### src/rtl/dds_channel_scheduler.sv
// Round-robin NCO channel scheduler sharing one dds core, with credit-gated issue and an AXI-Stream output.
// Optional build macro DDS_SCHED_DITHER_EN adds LFSR dither to the issued phase word.
module dds_channel_scheduler #(
  parameter int PHASE_DW   = 16,
  parameter int OUT_DW     = 16,
  parameter int NUM_CH     = 4,
  parameter int CH_W       = $clog2(NUM_CH),
  parameter int FIFO_DEPTH = 8
) (
  input  logic                  clk,
  input  logic                  reset_n,
  input  logic                  run,
  input  logic [NUM_CH-1:0]     ch_en,
  input  logic                  cfg_wr,
  input  logic                  cfg_sel,
  input  logic [CH_W-1:0]       cfg_ch,
  input  logic [PHASE_DW-1:0]   cfg_data,
  input  logic                  cfg_clr,
  output logic [PHASE_DW-1:0]   dds_phase_tdata,
  output logic                  dds_phase_tvalid,
  input  logic [2*OUT_DW-1:0]   dds_out_tdata,
  input  logic                  dds_out_tvalid,
  output logic [2*OUT_DW-1:0]   m_axis_tdata,
  output logic [CH_W-1:0]       m_axis_tuser,
  output logic                  m_axis_tvalid,
  input  logic                  m_axis_tready,
  output logic                  busy,
  output logic                  err_tag,
  output logic                  err_ovf
);

  localparam int PTR_W = $clog2(FIFO_DEPTH);
  localparam int CRD_W = PTR_W + 1;
  localparam int OF_W  = CH_W + 2*OUT_DW;

  localparam logic [1:0] ST_IDLE  = 2'd0;
  localparam logic [1:0] ST_RUN   = 2'd1;
  localparam logic [1:0] ST_DRAIN = 2'd2;

  logic [1:0]          r_state;
  logic [CRD_W-1:0]    r_credits;
  logic [CH_W-1:0]     r_last;
  logic [PHASE_DW-1:0] r_acc [NUM_CH];
  logic [PHASE_DW-1:0] r_inc [NUM_CH];
  logic [PHASE_DW-1:0] r_off [NUM_CH];
  logic [PHASE_DW-1:0] r_phase;
  logic                r_phase_vld;
  logic [CH_W-1:0]     r_tag_mem [FIFO_DEPTH];
  logic [PTR_W:0]      r_tag_wr;
  logic [PTR_W:0]      r_tag_rd;
  logic [OF_W-1:0]     r_out_mem [FIFO_DEPTH];
  logic [PTR_W:0]      r_out_wr;
  logic [PTR_W:0]      r_out_rd;
  logic                r_err_tag;
  logic                r_err_ovf;

  logic                w_go;
  logic                w_gnt_vld;
  logic [CH_W-1:0]     w_gnt;
  logic [CH_W-1:0]     w_idx;
  logic                w_issue;
  logic                w_hs;
  logic                w_tag_empty;
  logic                w_out_empty;
  logic                w_out_full;
  logic                w_ret_pop;
  logic                w_out_push;
  logic [PHASE_DW-1:0] w_word;

  assign w_go        = run && (ch_en != '0);
  assign w_issue     = (r_state == ST_RUN) && (r_credits < CRD_W'(FIFO_DEPTH)) && w_gnt_vld;
  assign w_hs        = m_axis_tvalid && m_axis_tready;
  assign w_tag_empty = (r_tag_wr == r_tag_rd);
  assign w_out_empty = (r_out_wr == r_out_rd);
  assign w_out_full  = (r_out_wr[PTR_W] != r_out_rd[PTR_W]) &&
                       (r_out_wr[PTR_W-1:0] == r_out_rd[PTR_W-1:0]);
  assign w_ret_pop   = dds_out_tvalid && !w_tag_empty;
  assign w_out_push  = w_ret_pop && !w_out_full;

  // Cyclic search for the first enabled channel strictly after the last grant.
  always_comb begin
    w_gnt_vld = 1'b0;
    w_gnt     = '0;
    w_idx     = '0;
    for (int i = 1; i <= NUM_CH; i++) begin
      w_idx = CH_W'((int'(r_last) + i) % NUM_CH);
      if (!w_gnt_vld && ch_en[w_idx]) begin
        w_gnt_vld = 1'b1;
        w_gnt     = w_idx;
      end
    end
  end

`ifdef DDS_SCHED_DITHER_EN
  logic [15:0] r_lfsr;

  always_ff @(posedge clk or negedge reset_n) begin
    if (!reset_n) begin
      r_lfsr <= 16'hACE1;
    end else if (w_issue) begin
      r_lfsr <= {1'b0, r_lfsr[15:1]} ^ (r_lfsr[0] ? 16'hB400 : 16'h0000);
    end
  end

  // Dither only perturbs the issued word; the accumulator stays exact.
  assign w_word = r_acc[w_gnt] + r_off[w_gnt] + PHASE_DW'(r_lfsr[3:0]);
`else
  assign w_word = r_acc[w_gnt] + r_off[w_gnt];
`endif

  always_ff @(posedge clk or negedge reset_n) begin
    if (!reset_n) begin
      r_state <= ST_IDLE;
    end else begin
      case (r_state)
        ST_IDLE:  if (w_go) r_state <= ST_RUN;
        ST_RUN:   if (!w_go) r_state <= ST_DRAIN;
        ST_DRAIN: begin
          if (w_go)                  r_state <= ST_RUN;
          else if (r_credits == '0)  r_state <= ST_IDLE;
        end
        default:  r_state <= ST_IDLE;
      endcase
    end
  end

  always_ff @(posedge clk or negedge reset_n) begin
    if (!reset_n) begin
      r_credits <= '0;
      r_last    <= CH_W'(NUM_CH - 1);
    end else begin
      case ({w_issue, w_hs})
        2'b10:   r_credits <= r_credits + 1'b1;
        2'b01:   r_credits <= r_credits - 1'b1;
        default: r_credits <= r_credits;
      endcase
      if (w_issue) r_last <= w_gnt;
    end
  end

  always_ff @(posedge clk or negedge reset_n) begin
    if (!reset_n) begin
      for (int i = 0; i < NUM_CH; i++) begin
        r_inc[i] <= '0;
        r_off[i] <= '0;
      end
    end else if (cfg_wr) begin
      if (cfg_sel) r_off[cfg_ch] <= cfg_data;
      else         r_inc[cfg_ch] <= cfg_data;
    end
  end

  // Clear takes priority over the accumulate of a coincident issue.
  always_ff @(posedge clk or negedge reset_n) begin
    if (!reset_n) begin
      for (int i = 0; i < NUM_CH; i++) r_acc[i] <= '0;
    end else if (cfg_clr) begin
      for (int i = 0; i < NUM_CH; i++) r_acc[i] <= '0;
    end else if (w_issue) begin
      r_acc[w_gnt] <= r_acc[w_gnt] + r_inc[w_gnt];
    end
  end

  always_ff @(posedge clk or negedge reset_n) begin
    if (!reset_n) begin
      r_phase     <= '0;
      r_phase_vld <= 1'b0;
    end else begin
      r_phase_vld <= w_issue;
      if (w_issue) r_phase <= w_word;
    end
  end

  always_ff @(posedge clk or negedge reset_n) begin
    if (!reset_n) begin
      for (int i = 0; i < FIFO_DEPTH; i++) r_tag_mem[i] <= '0;
      r_tag_wr <= '0;
      r_tag_rd <= '0;
    end else begin
      if (w_issue) begin
        r_tag_mem[r_tag_wr[PTR_W-1:0]] <= w_gnt;
        r_tag_wr <= r_tag_wr + 1'b1;
      end
      if (w_ret_pop) r_tag_rd <= r_tag_rd + 1'b1;
    end
  end

  // Output FIFO is first-word-fall-through; head entry drives the stream.
  always_ff @(posedge clk or negedge reset_n) begin
    if (!reset_n) begin
      for (int i = 0; i < FIFO_DEPTH; i++) r_out_mem[i] <= '0;
      r_out_wr <= '0;
      r_out_rd <= '0;
    end else begin
      if (w_out_push) begin
        r_out_mem[r_out_wr[PTR_W-1:0]] <= {r_tag_mem[r_tag_rd[PTR_W-1:0]], dds_out_tdata};
        r_out_wr <= r_out_wr + 1'b1;
      end
      if (w_hs) r_out_rd <= r_out_rd + 1'b1;
    end
  end

  always_ff @(posedge clk or negedge reset_n) begin
    if (!reset_n) begin
      r_err_tag <= 1'b0;
      r_err_ovf <= 1'b0;
    end else begin
      if (dds_out_tvalid && w_tag_empty) r_err_tag <= 1'b1;
      if (w_ret_pop && w_out_full)       r_err_ovf <= 1'b1;
    end
  end

  assign dds_phase_tdata              = r_phase;
  assign dds_phase_tvalid             = r_phase_vld;
  assign m_axis_tvalid                = !w_out_empty;
  assign {m_axis_tuser, m_axis_tdata} = r_out_mem[r_out_rd[PTR_W-1:0]];
  assign busy                         = (r_state != ST_IDLE);
  assign err_tag                      = r_err_tag;
  assign err_ovf                      = r_err_ovf;

endmodule

### config.mk
export PLATFORM = sky130hd
export DESIGN_NAME = dds_channel_scheduler
export DESIGN_NICKNAME = d
export VERILOG_FILES = /design/src/rtl/dds_channel_scheduler.sv
export SDC_FILE = /design/constraint.sdc
export NUM_CORES = 1
export LEC_CHECK = 0
export CAP_MARGIN = 40
export CORE_AREA = 2 2 166 290
export CTS_CLUSTER_DIAMETER = 100
export DETAILED_ROUTE_END_ITERATION = 6
export DIE_AREA = 0 0 168 292
export HOLD_SLACK_MARGIN = 0.05
export PLACE_DENSITY = 0.84
export SYNTH_ARGS = -nofsm -noshare
export SYNTH_HDL_FRONTEND = slang
export SYNTH_SLANG_ARGS = --single-unit
export TNS_END_PERCENT = 30
### constraint.sdc
create_clock -name clk -period 7.7 [get_ports clk]
set_input_delay 1.155 -clock clk [delete_from_list [all_inputs] [get_ports clk]]
set_output_delay 1.155 -clock clk [all_outputs]
set_load 0.01 [all_outputs]
==> results of run 1 <==
-- synthesized netlist by cell type, types with 12 or more instances --
cell and count:
buf_2 12, a31oi_1 38, inv_1 18, a22o_1 27
nor2_1 59, a21oi_1 78, xnor2_1 41, clkbuf_1 88
dfrtp_1 521, ha_1 30, mux2_2 425, o21ai_0 43
nand3_1 22, nand2_1 251, mux2i_1 60, mux4_2 72
and3_1 31, buf_1 16, nor3_1 21, xor2_1 28
-- flip-flops by register name, indices dropped and copies added, names as in the netlist, 16 cells and up --
| register | count |
|---|---|
| r_out_mem | 272 |
| r_acc | 64 |
| r_inc | 64 |
| r_off | 64 |
| dds_phase_tdata | 16 |
| r_tag_mem | 16 |
-- cell type report --
class	instances	area [sq um]
clock inverters	20	256
well taps	588	736
multi-input cells	1354	11900
inverters	18	67.6
clock buffers	64	1330
repair buffers	164	1640
flip-flops and latches	523	13100
fillers	3486	17600
-- per-layer routing --
metal	vias up	GRT usage
met3	197	0.0285
met2	557	0.461
met5	-	0
met1	8678	0.278
li1	7472	-
met4	0	0.115
-- power breakdown --
part,switching (uW),total (uW),internal (uW)
clock,1040,2420,1380
combinational,2790,5780,2980
sequential,697,4510,3820
total,4530,12700,8180
-- per-stage QoR --
step	utilization	power, uW
2_1_floorplan	-	8380
3_5_place_dp	0.588	10300
5_1_grt	0.622	13400
6_report	0.622	12700
4_1_cts	0.622	12800
3_3_place_gp	0.585	9950
-- path summary, 6_finish.rpt --
path,end
hold reg to reg,dds_phase_tdata[4]
max in group asynchronous,r_inc[46]
hold / removal,dds_phase_tdata[4]
setup / recovery,dds_phase_tdata[13]
setup reg to reg,dds_phase_tdata[13]
min in group asynchronous,r_out_mem[1]
-- critical path, cell delays in order --
cell             delay, ns
clkdlybuf4s50_1       0.54
and2b_1               0.29
o21ai_1               0.30
o211a_2               0.50
buf_4                 0.36
and3_1                0.20
a31oi_1               0.07
ha_1                  0.33
a21oi_1               0.61
o21ai_0               0.21
mux2i_1               0.21
mux2i_1               0.13
a31oi_1               0.27
o22ai_1               0.21
a22oi_2               0.28
a2111oi_0             0.11
a211oi_2              0.28
mux2i_1               0.13
o41ai_2               0.31
-- kinds of logic after synthesis --
logic type                 count (synthesis)
AOI/OAI and AO/OA                        246
xor gates and xnor gates                  69
adders and majority gates                 34
buffers and inverters                    139
DFF                                      523
muxes                                    564
and+or+nand+nor                          441
==> impl_metrics.env, run 1 <==
export IMPL_htreeDepth=2
export IMPL_hold_class="register to register"
export IMPL_drc_errors=0
export IMPL_cts_root_buffer_cell="clkbuf_16"
export IMPL_finalClockSkew_ns=0.0142
export IMPL_dp_final_hpwl_microns=39900
export IMPL_max_freq_ghz=0.166
export IMPL_worstRegToRegCells=18
export IMPL_slew_violations=0
export IMPL_die_w_microns=168
export IMPL_wl_met3_microns=2460
export IMPL_grt_pass1_vias=18177
export IMPL_critical_path_arrival_ns=6.50
export IMPL_grt_max_degree=193
export IMPL_powerDensity_nw_per_um2=438
export IMPL_hold_violations=0
export IMPL_synth_top_family_by_area="multiplexers"
export IMPL_rsz0062_at_grt="no"
export IMPL_ir_drop_mv=0.286
export IMPL_postCtsResizedCells=0
export IMPL_fin_crit_ns=6.04
export IMPL_drt_initial_drc_count=959
export IMPL_cts_buffers=47
export IMPL_mostFrequentLayoutCells="dfrtp_1 (518), mux2_2 (425), nand2_1 (251)"
export IMPL_cp_end_kind="register"
export IMPL_route_met2_wl_microns=32500
export IMPL_synthSimpleGateAreaFrac=0.0785
export IMPL_syn2layout_area_growth_pct=14.0
export IMPL_r2r_start="r_last[0]"
export IMPL_gp_congestion=0.874
export IMPL_post_cts_setup_buffers=0
export IMPL_final_cells=2731
export IMPL_netlist_instances=2016
export IMPL_placed_cell_area_sq_um=27400
export IMPL_clk_latency_ns=0.57
export IMPL_period_share=0.784
export IMPL_grt_usage=0.247
export IMPL_yosys_warnings=0
export IMPL_synth_top_area_frac=0.512
export IMPL_path_clk_slew_ns=0.07
export IMPL_antenna_found_initial=0
export IMPL_holdPathStages=2
export IMPL_cts_tree="built"
export IMPL_synth_edff_count=0
export IMPL_ys_seq_elements=523
export IMPL_ys_top_cells_by_area="dfrtp_1 (51%), mux2_2 (19%), mux4_2 (6.4%)"
export IMPL_rrSetupSlack_ns=2.26
export IMPL_wl_met1_microns=22400
export IMPL_synth_compound_area_frac=0.0628
export IMPL_cts_hold_buf=0
export IMPL_synthXorXnorAreaFrac=0.0237
export IMPL_worst_slew_pin_slew_ns=1.12
export IMPL_final_common_cell="dfrtp_1"
export IMPL_avgSynthCellArea_sq_um=12.6
export IMPL_status="completed"
export IMPL_fin_tns_setup_ns=0
export IMPL_required_ns=8.17
export IMPL_grt_overflow=0
export IMPL_synth_cell_types=74
export IMPL_start_util=0.546
export IMPL_crit_type="input port to register"
export IMPL_worstSetupStartpointType="input port"
export IMPL_grt_pass1_wl_microns=96400
export IMPL_cts_sinks=523
export IMPL_synth_top_flop_cell="dfrtp_1"
export IMPL_slew_headroom=0.255
export IMPL_die_h_microns=292
export IMPL_ctsLongestPathBuffers=3
export IMPL_holdWs_ns=0.480
export IMPL_top_layer="met4"
export IMPL_diodes=0
export IMPL_coreArea_sq_um=46600
export IMPL_post_drt_wl_per_cell_microns=22.0
export IMPL_synthMuxAreaShare=0.281
export IMPL_drive_gt1_frac=0.307
export IMPL_dp_slack_ns=1.14
export IMPL_wirelength_microns=60100
export IMPL_p_leak_uw=0.0124
export IMPL_via_per_inst=6.19
export IMPL_async_flop_share=1.00
export IMPL_dieArea_sq_um=49100
export IMPL_vias=16904
export IMPL_syn_area_sq_um=25400
export IMPL_min_from="dds_phase_tdata[4]"
export IMPL_fin_area_sq_um=29000
export IMPL_drtPass1Iterations=5
export IMPL_post_place_cells=2647
export IMPL_ys_seq_area_frac=0.514
export IMPL_row_count=105
export IMPL_pin_count=117
export IMPL_crit_fanout=25
export IMPL_portBuffers=116
export IMPL_ant_nets=0
export IMPL_startpoint="ch_en[3]"
export IMPL_fin_ws_ns=1.66
export IMPL_final_nets=2203
export IMPL_syn_nets=2111
export IMPL_synth_top_cell_by_area="dfrtp_1"
export IMPL_drv_cap=0
export IMPL_setup_viol=0
export IMPL_synthAdderAreaFrac=0.0175
Power figures use the tool's default switching activity.
==> run 2, diff against run 1 <==
==> constraint.sdc (replaced) <==
create_clock -name clk -period 6.2 [get_ports clk]
set_input_delay 0.93 -clock clk [delete_from_list [all_inputs] [get_ports clk]]
set_output_delay 0.93 -clock clk [all_outputs]
set_load 0.01 [all_outputs]
==> impl_metrics.env, run 2 (synthesis results as in run 1) <==
export IMPL_drt_initial_drc_count=1119
export IMPL_grt_overflow=0
export IMPL_holdWs_ns=0.356
export IMPL_r2r_start="r_last[0]"
export IMPL_ir_drop_mv=0.326
export IMPL_final_common_cell="dfrtp_1"
export IMPL_post_drt_wl_per_cell_microns=22.7
export IMPL_hold_class="input port to asynchronous set/reset pin"
export IMPL_vias=17043
export IMPL_cts_sinks=523
export IMPL_row_count=105
export IMPL_ctsLongestPathBuffers=3
export IMPL_slowest_stage="clkdlybuf4s50_1"
export IMPL_cp_end_kind="register"
export IMPL_cts_buffers=48
export IMPL_status="completed"
export IMPL_syn2layout_area_growth_pct=14.1
export IMPL_crit_fanout=35
export IMPL_nFillCells=3446
export IMPL_dieArea_sq_um=49100
export IMPL_cts_hold_buf=0
export IMPL_grt_usage=0.256
export IMPL_top_register="r_out_mem"
export IMPL_grt_max_degree=176
export IMPL_post_cts_setup_buffers=0
export IMPL_placed_cell_area_sq_um=27400
export IMPL_power_switching_uw=5670
export IMPL_drive_gt1_frac=0.309
export IMPL_die_h_microns=292
export IMPL_drv_cap=0
export IMPL_via_per_inst=6.22
export IMPL_cts_tree="built"
export IMPL_dp_slack_ns=0.761
export IMPL_startpoint="ch_en[3]"
export IMPL_slew_violations=0
export IMPL_pin_count=117
export IMPL_seq_power_share=0.353
export IMPL_drtPass1Iterations=5
export IMPL_drc_errors=0
export IMPL_fin_tns_setup_ns=0
export IMPL_max_freq_ghz=0.205
export IMPL_hold_violations=0
export IMPL_gp_congestion=0.951
export IMPL_portBuffers=116
export IMPL_diodes=0
export IMPL_largest_register_ffs=272
export IMPL_rsz0062_at_grt="no"
export IMPL_finalClockSkew_ns=0.0217
export IMPL_grt_pass1_wl_microns=99600
export IMPL_required_ns=6.68
export IMPL_worstSetupStartpointType="input port"
export IMPL_postCtsResizedCells=0
export IMPL_ant_nets=0
export IMPL_p_leak_uw=0.0124
export IMPL_crit_path_cell_trace="clkdlybuf4s50_1 > and2b_1 > o221ai_4 > buf_4 > nand2_1 > and3_1 > a31oi_1 > ha_1 > fa_1 > inv_1 > o31ai_1 > o2111ai_1 > o211ai_2 > xor2_1 > nand2_1 > a21oi_1"
export IMPL_clock_power_share=0.194
export IMPL_comb_power_share=0.453
export IMPL_cp_slowest_stage_delay_ns=0.53
export IMPL_wirelength_microns=62000
export IMPL_powerDensity_nw_per_um2=548
export IMPL_die_w_microns=168
export IMPL_crit_type="input port to register"
export IMPL_fin_area_sq_um=29000
export IMPL_cts_root_buffer_cell="clkbuf_16"
export IMPL_setup_viol=0
export IMPL_p_int_uw=10200
export IMPL_antenna_found_initial=1
export IMPL_slew_headroom=0.358
export IMPL_critical_path_arrival_ns=5.37
export IMPL_crit_top_cell="nand2_1"
export IMPL_path_clk_slew_ns=0.07
export IMPL_fin_ws_ns=1.31
export IMPL_mostFrequentLayoutCells="dfrtp_1 (518), mux2_2 (425), nand2_1 (251)"
export IMPL_seq_area_sq_um=13100
export IMPL_grt_pass1_vias=18442
export IMPL_crit_buf_inv=3
export IMPL_clk_latency_ns=0.58
export IMPL_fin_crit_ns=4.89
export IMPL_multiInputGateArea_sq_um=11900
export IMPL_htreeDepth=2
export IMPL_worst_slew_pin_slew_ns=0.963
export IMPL_final_nets=2210
export IMPL_start_util=0.546
export IMPL_cpLargestDelayFamily="compound AO/OA/AOI/OAI gates"
export IMPL_dp_final_hpwl_microns=40800
export IMPL_period_share=0.789
export IMPL_switching_share=0.356
export IMPL_coreArea_sq_um=46600
==> run 2: layout make-up <==
type                       instances  share of cell area
multi-input combinational       1354               0.409
inverter                          18             0.00233
tap                              588              0.0253
clock inverter                    18             0.00819
clock buffer                      67              0.0484
timing repair buffer             170              0.0559
sequential                       523               0.451
==> run 2: final timing paths <==
kind | endpoint | slack, ns | depth (start not counted)
min in group clk | r_out_mem[66] | 0.48 | 2
min | r_out_mem[1] | 0.36 | 1
max in group asynchronous | r_out_rd[0] | 4.34 | 2
max reg2reg | r_acc[10] | 1.68 | 15
max | r_acc[10] | 1.31 | 16
min reg2reg | r_out_mem[66] | 0.48 | 2
==> run 2: routing by layer <==
layer,GRT usage,wire (microns),vias up
li1,-,-,7482
met1,0.288,22800,8749
met2,0.474,33300,603
met3,0.0335,2790,207
met4,0.127,3150,2
met5,0,12,-
==> run 2: power by group through the flow <==
stage / clock, uW / combinational (uW) / sequential (uW)
6_report: 3080 / 7210 / 5620
5_1_grt: 3270 / 7760 / 5770
4_1_cts: 3130 / 7230 / 5610
3_5_place_dp: 0 / 7170 / 5640
3_3_place_gp: 0 / 6850 / 5570
2_1_floorplan: 0 / 5160 / 5260
==> run 2: through the flow <==
step	total power (uW)	instances	utilization
detailed placement	12800	2653	0.587
global route	16800	2738	0.623
finish	15900	2738	0.623
CTS	16000	2738	0.623
global placement	12400	2650	0.586
floorplan	10400	2016	-
==> run 2: worst reg2reg max path, delay by kind of cell (launching register included) <==
family	cells	cell delay, ns
fa+ha+maj	2	0.46
xor+xnor	1	0.35
flops	1	0.56
buf+inv	2	0.55
simple gates	4	0.65
compound gates	6	1.85
==> run 3, diff against run 2 <==
==> constraint.sdc (replaced) <==
create_clock -name clk -period 4.83 [get_ports clk]
set_input_delay 0.7245 -clock clk [delete_from_list [all_inputs] [get_ports clk]]
set_output_delay 0.7245 -clock clk [all_outputs]
set_load 0.01 [all_outputs]
==> impl_metrics.env, run 3 (synthesis results as in run 1) <==
export IMPL_status="completed"
export IMPL_slew_violations=0
export IMPL_wirelength_microns=62500
export IMPL_drc_errors=0
export IMPL_dp_final_hpwl_microns=42600
export IMPL_pin_count=117
export IMPL_cts_sinks=523
export IMPL_drv_cap=0
export IMPL_hold_class="input port to asynchronous set/reset pin"
export IMPL_ctsLongestPathBuffers=3
export IMPL_htreeDepth=2
export IMPL_dieArea_sq_um=49100
export IMPL_crit_type="input port to register"
export IMPL_cts_root_buffer_cell="clkbuf_16"
export IMPL_diodes=0
export IMPL_die_w_microns=168
export IMPL_critical_path_arrival_ns=4.90
export IMPL_drive_gt1_frac=0.330
export IMPL_worstSetupStartpointType="input port"
export IMPL_total_power_uw=20700
export IMPL_mostFrequentLayoutCells="dfrtp_1 (518), mux2_2 (425), nand2_1 (251)"
export IMPL_ir_drop_mv=0.412
export IMPL_post_place_cells=2721
export IMPL_row_count=105
export IMPL_max_freq_ghz=0.225
export IMPL_grt_pass1_wl_microns=100000
export IMPL_rsz0062_at_grt="no"
export IMPL_grt_usage=0.258
export IMPL_drt_initial_drc_count=899
export IMPL_final_cells=2806
export IMPL_dp_slack_ns=-0.186
export IMPL_largest_register_ffs=272
export IMPL_gp_congestion=0.934
export IMPL_fin_ws_ns=0.395
export IMPL_coreArea_sq_um=46600
export IMPL_cts_hold_buf=0
export IMPL_post_cts_setup_buffers=0
export IMPL_slew_headroom=0.330
export IMPL_grt_pass1_vias=18693
export IMPL_start_util=0.546
export IMPL_period_share=0.918
export IMPL_path_clk_slew_ns=0.07
export IMPL_worst_slew_pin_slew_ns=1.01
export IMPL_powerDensity_nw_per_um2=701
export IMPL_syn2layout_area_growth_pct=16.0
export IMPL_setup_viol=0
export IMPL_antenna_found_initial=0
export IMPL_postCtsResizedCells=0
export IMPL_post_drt_wl_per_cell_microns=22.3
export IMPL_finalClockSkew_ns=0.0262
export IMPL_portBuffers=116
export IMPL_cts_tree="built"
export IMPL_grt_overflow=0
export IMPL_final_util=0.633
export IMPL_crit_fanout=8
export IMPL_hold_violations=0
export IMPL_final_common_cell="dfrtp_1"
export IMPL_p_leak_uw=0.0127
export IMPL_cts_buffers=48
export IMPL_required_ns=5.29
export IMPL_clk_latency_ns=0.58
export IMPL_vias=17147
export IMPL_drtPass1Iterations=7
export IMPL_grt_max_degree=125
export IMPL_cp_end_kind="register"
export IMPL_via_per_inst=6.11
export IMPL_fin_crit_ns=4.44
export IMPL_die_h_microns=292
export IMPL_final_nets=2278
export IMPL_top_register="r_out_mem"
export IMPL_ant_nets=0
==> run 3: cell type report <==
class | instances | area [sq um]
clock buffers | 62 | 1310
multi-input cells | 1354 | 11900
repair buffers | 238 | 2160
clock inverters | 23 | 264
fillers | 3346 | 17100
well taps | 588 | 736
flip-flops and latches | 523 | 13100
inverters | 18 | 67.6
==> run 3: critical path, cell delays in order <==
cell,delay [ns]
clkdlybuf4s50_1,0.53
or3b_1,0.44
o221ai_4,0.16
buf_4,0.21
nand2_1,0.06
a31oi_1,0.21
ha_1,0.30
a21oi_4,0.24
o21ai_0,0.12
mux2i_1,0.13
mux2i_1,0.11
a31oi_1,0.26
o22ai_1,0.11
buf_4,0.16
a22oi_2,0.18
a2111oi_0,0.08
buf_4,0.15
a211oi_2,0.25
mux2i_1,0.12
o41ai_2,0.33
==> run 3: routing by layer <==
metal  share of wire  GRT usage  wire length [microns]  vias to the layer above
li1                -          -                      -                     7624
met1            0.37      0.288                  23200                     8848
met2            0.54      0.485                  34100                      489
met3           0.035     0.0291                   2220                      186
met4           0.049      0.125                   3080                        0
met5               0          0                      0                        -
==> run 3: report_power, final <==
part / leakage, uW / internal [uW] / switching (uW)
Clock: 0.000755 / 2140 / 1700
Combinational: 0.00553 / 5060 / 4560
Sequential: 0.00642 / 6080 / 1140
Total: 0.0127 / 13300 / 7410
==> run 3: path summary, 6_finish.rpt <==
path | from | end | slack (ns) | cells past startpoint
hold / removal | reset_n | r_out_mem[104] | 0.23 | 1
max in group asynchronous | reset_n | r_out_mem[156] | 3.39 | 2
hold reg to reg | dds_phase_tdata[7] | dds_phase_tdata[7] | 0.48 | 2
setup reg to reg | r_last[0] | dds_phase_tdata[13] | 0.47 | 20
setup / recovery | ch_en[1] | dds_phase_tdata[13] | 0.39 | 20
min in group clk | dds_phase_tdata[7] | dds_phase_tdata[7] | 0.48 | 2
==> run 3: through the flow <==
stage | area, sq um | hold WS, ns | setup TNS [ns]
2_1_floorplan | 25500 | 0.429 | 0
3_3_place_gp | 27900 | 0.457 | -0.383
3_5_place_dp | 27900 | 0.471 | -0.928
4_1_cts | 29500 | 0.298 | 0
5_1_grt | 29500 | 0.313 | 0
6_report | 29500 | 0.229 | 0
